`config.mk`:
```
export PLATFORM = sky130hd
export DESIGN_NAME = sc_stream_decoder
export DESIGN_NICKNAME = d
export VERILOG_FILES = /design/src/rtl/sc_pkg.sv /design/src/rtl/sc_window_ctr.sv /design/src/rtl/sc_stream_decoder.sv
export SDC_FILE = /design/constraint.sdc
export NUM_CORES = 1
export LEC_CHECK = 0
export CAP_MARGIN = 10
export CORE_AREA = 2 2 70 78
export DETAILED_ROUTE_END_ITERATION = 7
export DIE_AREA = 0 0 72 80
export PLACE_DENSITY_LB_ADDON = 0.15
export SLEW_MARGIN = 15
export SYNTH_ARGS = -nofsm -noshare
export SYNTH_HDL_FRONTEND = slang
export SYNTH_SLANG_ARGS = --single-unit
```
`constraint.sdc`:
```
create_clock -name clk -period 1.85 [get_ports clk]
set_input_delay 0.2775 -clock clk [delete_from_list [all_inputs] [get_ports clk]]
set_output_delay 0.2775 -clock clk [all_outputs]
set_load 0.02 [all_outputs]
```
`src/rtl/sc_pkg.sv`:
```
// Shared definitions for the stochastic-logic back end.
//   sc_state_e             : decoder FSM states (2-bit encoding)
//   SC_WINDOW_LOG2_DEFAULT : default log2 window length, also used by the
//                            upstream random-source and select blocks
package sc_pkg;

    localparam int unsigned SC_WINDOW_LOG2_DEFAULT = 8;

    typedef enum logic [1:0] {
        IDLE  = 2'd0,
        ACCUM = 2'd1,
        HOLD  = 2'd2
    } sc_state_e;

endpackage

```
`src/rtl/sc_window_ctr.sv`:
```
// Valid-sample counter for one decoding window.
// Ports:
//   clk, rst : clock and synchronous active-high reset
//   clear    : zero the sample count (start of a new window)
//   advance  : count one valid sample this cycle
//   at_last  : the count equals 2**WINDOW_LOG2-1, so the next valid sample
//              completes the window
module sc_window_ctr #(
    parameter int unsigned WINDOW_LOG2 = 8
) (
    input  logic clk,
    input  logic rst,
    input  logic clear,
    input  logic advance,
    output logic at_last
);

    localparam logic [WINDOW_LOG2:0] TERMINAL = {1'b0, {WINDOW_LOG2{1'b1}}};

    logic [WINDOW_LOG2:0] sample_cnt;

    always_ff @(posedge clk) begin
        if (rst) begin
            sample_cnt <= '0;
        end else if (clear) begin
            sample_cnt <= '0;
        end else if (advance) begin
            sample_cnt <= sample_cnt + 1'b1;
        end
    end

    assign at_last = (sample_cnt == TERMINAL);

endmodule

```
`src/rtl/sc_stream_decoder.sv`:
```
// Stochastic-to-binary decoder: counts ones in a window of 2**WINDOW_LOG2
// valid samples and offers the count through a valid/ready handshake.
// Ports:
//   clk, rst      : clock and synchronous active-high reset
//   start         : begin a window (IDLE, or HOLD together with handshake)
//   bit_in        : stochastic bit, counted only when bit_valid is high
//   bit_valid     : bit_in is a sample this cycle
//   busy          : high in ACCUM and HOLD
//   result        : ones count of the last completed window (0..2**WINDOW_LOG2)
//   result_valid  : result is offered (HOLD)
//   result_ready  : consumer accepts result
module sc_stream_decoder
    import sc_pkg::*;
#(
    parameter int unsigned WINDOW_LOG2 = SC_WINDOW_LOG2_DEFAULT,
    parameter int unsigned OUT_W       = WINDOW_LOG2 + 1
) (
    input  logic             clk,
    input  logic             rst,
    input  logic             start,
    input  logic             bit_in,
    input  logic             bit_valid,
    output logic             busy,
    output logic [OUT_W-1:0] result,
    output logic             result_valid,
    input  logic             result_ready
);

    sc_state_e        state, state_next;
    logic [OUT_W-1:0] ones_cnt, ones_next;
    logic [OUT_W-1:0] result_next;
    logic             ctr_clear;
    logic             ctr_advance;
    logic             at_last;
    logic [OUT_W-1:0] ones_plus;

    sc_window_ctr #(
        .WINDOW_LOG2(WINDOW_LOG2)
    ) u_window_ctr (
        .clk     (clk),
        .rst     (rst),
        .clear   (ctr_clear),
        .advance (ctr_advance),
        .at_last (at_last)
    );

    // Only consumed when bit_valid is high, so an undefined bit_in in a
    // gap cycle never reaches the registers.
    assign ones_plus = ones_cnt + {{(OUT_W-1){1'b0}}, bit_in};

    always_comb begin
        state_next  = state;
        ones_next   = ones_cnt;
        result_next = result;
        ctr_clear   = 1'b0;
        ctr_advance = 1'b0;
        unique case (state)
            IDLE: begin
                if (start) begin
                    state_next = ACCUM;
                    ctr_clear  = 1'b1;
                    ones_next  = '0;
                end
            end
            ACCUM: begin
                if (bit_valid) begin
                    ctr_advance = 1'b1;
                    ones_next   = ones_plus;
                    // The final sample goes straight into result so the
                    // count is offered on the very next edge.
                    if (at_last) begin
                        result_next = ones_plus;
                        state_next  = HOLD;
                    end
                end
            end
            HOLD: begin
                if (result_ready) begin
                    if (start) begin
                        state_next = ACCUM;
                        ctr_clear  = 1'b1;
                        ones_next  = '0;
                    end else begin
                        state_next = IDLE;
                    end
                end
            end
            default: begin
                state_next = IDLE;
            end
        endcase
    end

    always_ff @(posedge clk) begin
        if (rst) begin
            state    <= IDLE;
            ones_cnt <= '0;
            result   <= '0;
        end else begin
            state    <= state_next;
            ones_cnt <= ones_next;
            result   <= result_next;
        end
    end

    assign busy         = (state != IDLE);
    assign result_valid = (state == HOLD);

endmodule

```
==> metrics.txt <==
outcome=complete, no violations; Final TNS setup=0 ps; Worst Path Required=2030 ps; row count=27; Place WS=-244.0 ps; Yosys warning total=0; FMAX=0.5570 GHz; worst r2r path cells=7; routed len/inst=14.70 µm; clock sink count=29; DP HPWL=2.580 mm; Ant. Diodes=0; GRT Util Overall=0.1347; final slew viol count=0; Critical Path Sink Type=register; die width=72 µm; final setup violation count=0; Hold Path Cell Cnt=2; fraction of synthesis flops using an asynchronous set or reset pin=0; clock tree from TritonCTS=yes; Max Fanout on Critical Path=9; routability cong.=0.7735; Cell Pwr Density=742.4 nW/µm²; CP Class=register to register; final period utilization=0.9705; Vias=1358; Clock Tree Buf Depth=2; Tmin final=1795 ps; synth unique cells=40; number of vias per cell=5.389; clk_lat worst skew=280 ps; worst clock skew=6.920 ps; launching point of the worst reg2reg path=u_window_ctr.sample_cnt[3]; largest net degree at the start of global routing=18; post-synth top area share=0.4007; Synth area leaders=dfxtp_1 40%, a21oi_1 4.5%, o21ai_0 4.5%; Setup Fix Bufs, Post-CTS=0; Max Cap Viol=0; top cells by count, synth=29 x dfxtp_1, 13 x a21oi_1, 13 x o21ai_0; Mapped Avg Cell Area=8.835 µm²; vias in the first global route=1336; Worst Hold Class=register to register; Final nets=203; 1st-iter DRT viols=45; VDD IR max=378.8 µV; area leader, netlist=dfxtp_1; final wirelength=3.705 mm; global route overflow=0; core area=4966 µm²; total CTS buffers=5; CP arrival=1970 ps; layout cells sized above 1=0.1598; #FFs+latches synth=29; Hold Vio Cnt, Final=0; top-count cell post-synth=dfxtp_1; worst r2r dst=result[1]; DRT antenna net count=0; Slew @ Worst Pin=681.6 ps; # resized after CTS=0; Starting Density=0.2918; Setup WS post-layout=54.59 ps; r2r setup slk=50 ps; Leak=0.6318 nW; CP Launch Type=register; Net Count, Synth=174; top_reg_cell synth=dfxtp_1; Mapped Area=1449 µm²; min-delay src=u_window_ctr.sample_cnt[1]; Synth Instances=164; sequential fraction of the synthesis area=0.4007; Rel. slew slack=0.5426; Post-synth EDFFs=0; Port Buffers=16; Die Ht=80 µm; DIE AREA=5760 µm²; Hold-fix buffers, CTS=0; htree depth=2; DRC Markers=0; CTS clock-pin slew for the worst setup and hold paths=70 ps; first-pass iteration count of the detailed router=4; clk root buf=clkbuf_8; synthesis-to-finish area growth=30.74%; antenna violations before repair=0; Worst Hold End=u_window_ctr.sample_cnt[1]; first-pass GRT wire length=5.934 mm; I/O pins=17
[where the power goes]
part	internal (mW)	total, mW	switching [mW]
logic	0.0476	0.110	0.0623
clock network	0.403	0.664	0.261
registers	0.630	0.633	0.00302
total	1.08	1.41	0.327
[worst max-delay path, stage by stage (launching register included)]
cell and delay (ps):
dfxtp_1 420, nand3_1 170, nor3_2 200, ha_2 200, and4b_2 300, buf_12 150
mux2i_1 200, nor2_1 50
[area by class of cell]
class / count / area (µm²)
fillers: 519 / 3072
multi-input cells: 118 / 795.8
flip-flops and latches: 29 / 581.8
repair buffers: 30 / 295.3
well taps: 58 / 72.57
clock buffers: 5 / 68.82
clock inverters: 3 / 46.29
inverters: 9 / 33.78
[per-layer routing]
layer	global-route usage	part of all wire	routed length, µm
met4	0.07358	0.017	63
met5	0	0	0
met1	0.1499	0.44	1639
met3	0.03030	0.028	105
met2	0.2352	0.51	1896
[metrics by stage]
| step | hold slack [ps] | instance area [µm²] | utilization | power [mW] | instances |
|---|---|---|---|---|---|
| floorplan | 415.0 | 1449 | - | 0.7078 | 164 |
| global placement | 463.9 | 1739 | 0.3502 | 0.7541 | 243 |
| detailed placement | 468.1 | 1739 | 0.3502 | 0.7561 | 243 |
| CTS | 481.8 | 1854 | 0.3734 | 1.431 | 251 |
| global route | 501.5 | 1894 | 0.3815 | 1.467 | 252 |
| finish | 467.2 | 1894 | 0.3815 | 1.406 | 252 |
[worst max path at each step]
stage / from / endpoint / slack [ps] / cells past startpoint
floorplan: u_window_ctr.sample_cnt[0] / result[3] / 170 / 9
global placement: bit_in / ones_cnt[6] / -170 / 6
detailed placement: bit_in / ones_cnt[6] / -240 / 6
CTS: u_window_ctr.sample_cnt[1] / result[1] / 30 / 8
global route: u_window_ctr.sample_cnt[3] / result[2] / -10 / 7
finish: u_window_ctr.sample_cnt[3] / result[1] / 50 / 7
[layout by cell type (no fill, tap or decap), types with 2 or more instances in the layout]
cell	instances
clkbuf_8	5
a21oi_1	13
nand3b_1	2
or3_1	8
xnor2_1	3
nand3_1	7
clkdlybuf4s50_1	16
a211oi_1	3
o311ai_1	2
o21ai_1	2
dfxtp_1	28
nand4_1	3
nand2_1	9
buf_4	12
o211ai_1	4
o21ai_0	13
nor2_1	6
ha_1	3
a31oi_1	4
o2111ai_1	2
a311oi_1	2
inv_1	9
o31ai_1	5
nor2b_1	2
or4_1	7
mux2i_1	3
[cells by family after synthesis]
| group | after synthesis | synth area share |
|---|---|---|
| buffers and inverters | 17 | 0.05958 |
| AO/OA/AOI/OAI | 54 | 0.2358 |
| flip-flops | 29 | 0.4007 |
| AND/OR/NAND/NOR | 53 | 0.2245 |
| adder cells (fa/ha/maj) | 4 | 0.03454 |
| XOR/XNOR | 4 | 0.02418 |
| multiplexers | 3 | 0.02073 |
[flip-flops by register name, indices dropped and copies added (netlist names)]
name / count
ones_cnt: 9
result: 9
state: 2
u_window_ctr.sample_cnt: 9
No activity file was read; power rests on OpenSTA's default activity.
